$ cat src/rtl/dmem_access_ctrl.sv
// Data-memory access controller for the MEM stage.
// Turns a load/store in MEM into one SRAM-style request/response transaction,
// places store data on the byte lanes, extends load data, and stalls the
// pipeline while the transaction is outstanding. A flush during a transaction
// lets the bus handshake finish but discards the result.
module dmem_access_ctrl (
  input  logic        clk,
  input  logic        resetn,
  input  logic        mem_valid,
  input  logic [2:0]  load_store_mem,
  input  logic [31:0] addr_mem,
  input  logic [31:0] wdata_mem,
  input  logic        flush,
  output logic        data_sram_req,
  output logic        data_sram_wr,
  output logic [1:0]  data_sram_size,
  output logic [31:0] data_sram_addr,
  output logic [31:0] data_sram_wdata,
  output logic [3:0]  data_sram_wstrb,
  input  logic        data_sram_addr_ok,
  input  logic        data_sram_data_ok,
  input  logic [31:0] data_sram_rdata,
  output logic        addr_exc,
  output logic        stall_mem,
  output logic        rdata_valid,
  output logic [31:0] rdata_out
);

  typedef enum logic [1:0] {
    S_IDLE = 2'd0,
    S_REQ  = 2'd1,
    S_WAIT = 2'd2,
    S_DONE = 2'd3
  } state_e;

  typedef enum logic [2:0] {
    OP_LB  = 3'b000,
    OP_LBU = 3'b001,
    OP_LH  = 3'b010,
    OP_LHU = 3'b011,
    OP_LW  = 3'b100,
    OP_SB  = 3'b101,
    OP_SH  = 3'b110,
    OP_SW  = 3'b111
  } op_e;

  typedef enum logic [1:0] {
    SZ_BYTE = 2'b00,
    SZ_HALF = 2'b01,
    SZ_WORD = 2'b10
  } size_e;

  state_e      state_q, state_d;
  logic        drop_q, drop_d;
  logic [2:0]  op_q, op_d;
  logic [31:0] addr_q, addr_d;
  logic [31:0] wdata_q, wdata_d;
  logic [3:0]  wstrb_q, wstrb_d;
  size_e       size_q, size_d;
  logic        wr_q, wr_d;
  logic [31:0] rdata_q, rdata_d;

  size_e       in_size;
  logic        in_store;
  logic [31:0] in_wdata;
  logic [3:0]  in_wstrb;
  logic        misalign;
  logic        accept;
  logic        resp_done;
  logic [7:0]  ld_byte;
  logic [15:0] ld_half;

  // Decode the incoming MEM-stage op: access size, direction and lane placement.
  always_comb begin
    // NOTE: every combinational output gets a default first so no path leaves it unassigned (no latch).
    in_size  = SZ_WORD;
    in_store = 1'b0;
    unique case (load_store_mem)
      OP_LB, OP_LBU: in_size = SZ_BYTE;
      OP_LH, OP_LHU: in_size = SZ_HALF;
      OP_LW:         in_size = SZ_WORD;
      OP_SB: begin
        in_size  = SZ_BYTE;
        in_store = 1'b1;
      end
      OP_SH: begin
        in_size  = SZ_HALF;
        in_store = 1'b1;
      end
      default: begin
        in_size  = SZ_WORD;
        in_store = 1'b1;
      end
    endcase

    in_wdata = wdata_mem;
    in_wstrb = 4'b1111;
    unique case (in_size)
      SZ_BYTE: begin
        in_wdata = {4{wdata_mem[7:0]}};
        in_wstrb = 4'b0001 << addr_mem[1:0];
      end
      SZ_HALF: begin
        in_wdata = {2{wdata_mem[15:0]}};
        in_wstrb = addr_mem[1] ? 4'b1100 : 4'b0011;
      end
      default: begin
        in_wdata = wdata_mem;
        in_wstrb = 4'b1111;
      end
    endcase
    if (!in_store) in_wstrb = 4'b0000;

    misalign = ((in_size == SZ_HALF) && addr_mem[0]) ||
               ((in_size == SZ_WORD) && (addr_mem[1:0] != 2'b00));
    accept   = mem_valid && (state_q == S_IDLE) && !misalign && !flush;
  end

  // State register.
  always_ff @(posedge clk or negedge resetn) begin
    if (!resetn) begin
      state_q <= S_IDLE;
      drop_q  <= 1'b0;
    end else begin
      // NOTE: sequential state uses non-blocking assignments so every register samples pre-edge values.
      state_q <= state_d;
      drop_q  <= drop_d;
    end
  end

  // Next-state logic; a flushed transaction still waits for data_ok, then skips DONE.
  always_comb begin
    state_d = state_q;
    drop_d  = drop_q;
    unique case (state_q)
      S_IDLE: begin
        drop_d = 1'b0;
        if (accept) state_d = S_REQ;
      end
      S_REQ: begin
        if (flush) drop_d = 1'b1;
        if (data_sram_addr_ok) begin
          if (data_sram_data_ok) state_d = (drop_q || flush) ? S_IDLE : S_DONE;
          else                   state_d = S_WAIT;
        end
      end
      S_WAIT: begin
        if (flush) drop_d = 1'b1;
        if (data_sram_data_ok) state_d = (drop_q || flush) ? S_IDLE : S_DONE;
      end
      default: state_d = S_IDLE;
    endcase
  end

  // Request fields are captured on acceptance and held for the whole transaction.
  always_comb begin
    op_d    = op_q;
    addr_d  = addr_q;
    wdata_d = wdata_q;
    wstrb_d = wstrb_q;
    size_d  = size_q;
    wr_d    = wr_q;
    rdata_d = rdata_q;
    if (accept) begin
      op_d    = load_store_mem;
      addr_d  = addr_mem;
      wdata_d = in_wdata;
      wstrb_d = in_wstrb;
      size_d  = in_size;
      wr_d    = in_store;
    end
    resp_done = ((state_q == S_REQ) && data_sram_addr_ok && data_sram_data_ok) ||
                ((state_q == S_WAIT) && data_sram_data_ok);
    if (resp_done) rdata_d = data_sram_rdata;
  end

  // Latched request fields and returned read word.
  always_ff @(posedge clk or negedge resetn) begin
    if (!resetn) begin
      op_q    <= 3'b000;
      addr_q  <= 32'h0;
      wdata_q <= 32'h0;
      wstrb_q <= 4'b0000;
      size_q  <= SZ_BYTE;
      wr_q    <= 1'b0;
      rdata_q <= 32'h0;
    end else begin
      op_q    <= op_d;
      addr_q  <= addr_d;
      wdata_q <= wdata_d;
      wstrb_q <= wstrb_d;
      size_q  <= size_d;
      wr_q    <= wr_d;
      rdata_q <= rdata_d;
    end
  end

  // FSM outputs: bus request, pipeline stall, exception and load-valid strobe.
  always_comb begin
    data_sram_req   = (state_q == S_REQ);
    data_sram_wr    = wr_q;
    data_sram_size  = size_q;
    data_sram_addr  = addr_q;
    data_sram_wdata = wdata_q;
    data_sram_wstrb = wstrb_q;
    addr_exc        = mem_valid && (state_q == S_IDLE) && misalign;
    stall_mem       = accept || (state_q == S_REQ) || (state_q == S_WAIT);
    rdata_valid     = (state_q == S_DONE) && !wr_q && !flush;
  end

  // Select and extend the addressed byte/half of the returned word.
  always_comb begin
    unique case (addr_q[1:0])
      2'd0:    ld_byte = rdata_q[7:0];
      2'd1:    ld_byte = rdata_q[15:8];
      2'd2:    ld_byte = rdata_q[23:16];
      default: ld_byte = rdata_q[31:24];
    endcase
    ld_half = addr_q[1] ? rdata_q[31:16] : rdata_q[15:0];

    rdata_out = 32'h0;
    unique case (op_q)
      OP_LB:   rdata_out = {{24{ld_byte[7]}}, ld_byte};
      OP_LBU:  rdata_out = {24'h0, ld_byte};
      OP_LH:   rdata_out = {{16{ld_half[15]}}, ld_half};
      OP_LHU:  rdata_out = {16'h0, ld_half};
      OP_LW:   rdata_out = rdata_q;
      default: rdata_out = 32'h0;
    endcase
  end

endmodule
$ cat config.mk
export PLATFORM = sky130hd
export DESIGN_NAME = dmem_access_ctrl
export DESIGN_NICKNAME = d
export VERILOG_FILES = /design/src/rtl/dmem_access_ctrl.sv
export SDC_FILE = /design/constraint.sdc
export NUM_CORES = 1
export LEC_CHECK = 0
export CELL_PAD_IN_SITES_DETAIL_PLACEMENT = 0
export CELL_PAD_IN_SITES_GLOBAL_PLACEMENT = 2
export CORE_MARGIN = 2
export CORE_UTILIZATION = 26
export CTS_BUF_LIST = sky130_fd_sc_hd__clkbuf_8
export DETAILED_ROUTE_END_ITERATION = 10
export GPL_TIMING_DRIVEN = 0
export PLACE_DENSITY = 0.74
export REMOVE_ABC_BUFFERS = 1
export SLEW_MARGIN = 10
export SYNTH_ARGS = -nofsm -noshare
export SYNTH_HDL_FRONTEND = slang
export SYNTH_SLANG_ARGS = --single-unit
$ cat constraint.sdc
create_clock -name clk -period 2.07 [get_ports clk]
set_input_delay 0.3105 -clock clk [delete_from_list [all_inputs] [get_ports clk]]
set_output_delay 0.3105 -clock clk [all_outputs]
set_load 0.005 [all_outputs]
==> metrics.md <==
| Metric | Value |
|---|---|
| Status | finished with violations |
| Failing checks | setup timing |
| R2R depth | 9 |
| Die area | between 20,000 and 25,000 um^2 |
| Worst hold stages | 3 |
| Post-Synthesis Cells | roughly 440 |
| Final Routed Wirelength | 17.05 mm |
| Initial DRC count | ~140 |
| Worst path depth | 6 |
| Synthesis Warnings | 0 |
| Vias per inst | 4.645 |
| Vias | 4,436 |
| Hold Fails Final Rpt | 0 |
| Placer Congestion | 0.7325 |
| Cell accounting for the most synthesized area | dfrtp_1 |
| Most frequent cell after synthesis | dfrtp_1 |
| Largest net degree at the start of global routing | 62 |
| Die X-Extent | 151.4 um |
| Top cells by count, synth | 109 x dfrtp_1, 43 x mux2_2, 39 x mux2_4 |
| Root Buffer | clkbuf_8 |
| Share of the synthesized area in the top cell type | a little under 50% |
| Static leakage | 0.003827 uW |
| Post-Syn Area | approximately 5600 um^2 |
| Max rail drop VDD | 0.0005630 V |
| Congestion Overflow GR | 0 |
| Detail Placement HPWL | approximately 12 mm |
| CTS buffer count | 9 |
| Setup WS post-layout | -0.4575 ns |
| Worst-path cell chain | mux4_2 > and3b_2 > a31o_4 > buf_6 > a21o_1 > buf_2 |
| Initial Utilization | 26.69% |
| Core Util, Final | between 40 and 50% |
| CP Capture Type | primary output |
| CP top delay family | multiplexers |
| Site Rows | 53 |
| Switching share of power | 33.43% |
| Clock Latency Late Sink | 0.40 ns |
| Fin crit share | 122.1% |
| Clock share of power | between 10% and 20% |
| CTS max path bufs | 2 |
| Multi-input logic area | 2818 um^2 |
| Max incr delay on CP | 0.51 ns |
| Antenna violations before repair | 0 |
| Avg Inst Size Synth | about 13 um^2 |
| NetSw | 4021 uW |
| H-tree levels | 3 |
| Placeable Area | 21,150 um^2 |
| Max-slew headroom | approximately 36% |
| Wire length of the first global-routing pass | 26.19 mm |
| Hold Path Class | input port to flip-flop |
| Sequential share of power | 32.9% |
| Area Overhead vs Synth | 52.81% |
| Layout cells sized above 1 | 29.71% |
| Setup Skew | 0.01924 ns |
| RSZ-0062 raised after global routing | true |
| Internal Power | 8007 uW |
| CP Launch Type | flip-flop |
| Crit path buffers/inverters | 2 |
| Setup_tns | -10.54 ns |
| Final setup viols | 32 |
| Number of fill cells in the layout | 2,017 |
| Io pins | 212 |
| CTS sink count | approximately 110 |
| Top FF cell, synth | dfrtp_1 |
| FMAX | 0.3957 GHz |
| DRC Markers | 0 |
| Antenna Nets Post-Route | 0 |
| Min cycle time layout | 2.527 ns |
| Post-synth EDFFs | 0 |
| Slowest-stage cell, CP | mux4_2 |
| Clock Pin Slew Worst Setup and Hold Paths | 0.12 ns |
| Logic pwr share | a little over half |
| FFs w/ async S/R, synth | 100.0% |
| Nets | between 700 and 800 |
| FF+latch area | 2734 um^2 |
| Dominant cells by area after synthesis | dfrtp_1 48%, mux2_4 10%, mux2_2 8.6% |
| Arrival time worst endpoint | 2.22 ns |
| First-pass DRT Iterations | 4 |
| IO Port Bufs | around 210 |
| Die span in y | 151.4 um |
| Fin. max-slew vios | 0 |
| Slew @ Worst Pin | 0.9570 ns |
| ANT cells | 0 |
| GRT Overall Usage | 14.90% |
| CTS tree | yes |
| Sequential element share of the synthesized area | 48.32% |
| FF+latch count, synth | 109 |
| Required time at the worst-slack endpoint | 1.76 ns |
| Number of global-route vias before repair | 4,854 |
| Power Dens Cells | about 1400 nW/um^2 |
| DR WL/cell | 17.85 um |
| Distinct cell type count after synthesis | 40 |
| # Max-Cap Violations | 0 |
| CP Max Fanout | 8 |
| Setup CP Type | flip-flop to primary output |
## registers in the layout, indices dropped and copies added, names as in the netlist, 2 cells and up
register and flops:
state_q 2, rdata_q 32, data_sram_addr 32, data_sram_wstrb 4, data_sram_size 2, data_sram_wdata 32
op_q 3
## stage by stage
step / setup slack, ns / total power [uW] / instances / hold WS [ns] / cell area (um^2)
6_report: -0.4575 / 12030 / 955 / 0.3837 / 8627
2_1_floorplan: -2.543 / 6581 / 407 / 0.01491 / 5482
3_3_place_gp: -5.739 / 10200 / 893 / 0.4696 / 7938
4_1_cts: -0.5009 / 12140 / 953 / 0.3623 / 8592
5_1_grt: -0.5410 / 12890 / 955 / 0.3941 / 8627
3_5_place_dp: -1.736 / 10270 / 902 / 0.2895 / 8058
## worst paths after layout
kind                                          from                 end  slack (ns)
worst max-delay path             data_sram_addr[0]       rdata_out[18]       -0.46
worst min-delay path             load_store_mem[2]  data_sram_wstrb[3]        0.38
worst max register to register          state_q[1]  data_sram_addr[25]        0.07
worst min register to register  data_sram_wdata[0]  data_sram_wdata[0]        0.50
max in group asynchronous                   resetn  data_sram_addr[26]        0.99
min in group asynchronous                   resetn         rdata_q[23]        0.41
## cell type report
type                       instances  share of cell area, %
multi-input combinational        283                  32.66
sequential                       109                  31.69
timing repair buffer             256                  28.30
tap                              275                  3.988
clock buffer                      10                  1.595
clock inverter                     6                  1.030
inverter                          16                 0.7397
## worst reg2reg max path, cell delays in order, from the launching register on
cell,delay [ns]
dfrtp_1,0.43
inv_2,0.09
ha_4,0.15
nand2_4,0.05
nor4_4,0.26
buf_6,0.16
buf_12,0.14
buf_12,0.16
buf_8,0.16
mux2_4,0.31
## layer usage
layer | wire (um) | vias to the layer above | track usage, %
li1 | - | 2065 | -
met1 | 7066 | 2202 | 17.98
met2 | 8128 | 156 | 24.86
met3 | 1644 | 13 | 5.361
met4 | 211 | 0 | 4.486
met5 | 0 | - | 0
## kinds of logic (layout without fill, tap and decap cells)
kind of cell	after synthesis	in the layout	synth area share, %
multiplexers	139	139	29.96
flip-flops	109	109	48.32
XOR/XNOR	1	1	0.1552
adder cells (fa/ha/maj)	5	5	1.108
AO/OA/AOI/OAI	73	74	10.17
buffers and inverters	44	288	3.967
AND/OR/NAND/NOR	64	64	6.316
## placed cells by master, fill, tap and decap left out, types with 3 or more instances in the layout
cell type,instances
mux2_4,39
nor2b_1,3
mux2i_1,24
buf_12,4
a21oi_1,9
buf_2,25
inv_2,3
a221oi_1,8
dlygate4sd2_1,10
dfrtp_1,106
ha_1,4
clkbuf_8,10
inv_1,12
buf_4,27
nand2b_1,6
nor3b_1,9
buf_6,15
a221o_1,15
a21o_1,17
mux2_2,43
clkdlybuf4s50_1,169
mux2_1,31
nor2_1,21
nand2_1,4
o21ai_0,13
## power by group through the flow
stage	sequential (uW)	clock (uW)	combinational, uW
finish	3960	1470	6600
global route	4110	1630	7150
CTS	3960	1530	6650
detailed placement	4030	0	6250
global placement	3980	0	6220
floorplan	3920	0	2660
## repair_timing
| action | in CTS | in global routing |
|---|---|---|
| setup endpoints to repair | 112 | 49 |
| pin swaps | 5 | 2 |
| endpoints found under the hold margin | 48 | 0 |
| setup buffers | 34 | 3 |
| hold buffers | 1 | 0 |
| cloned | 1 | 0 |
| gates resized for setup | 170 | 6 |
Note: power is estimated with default switching activity, not from simulation.
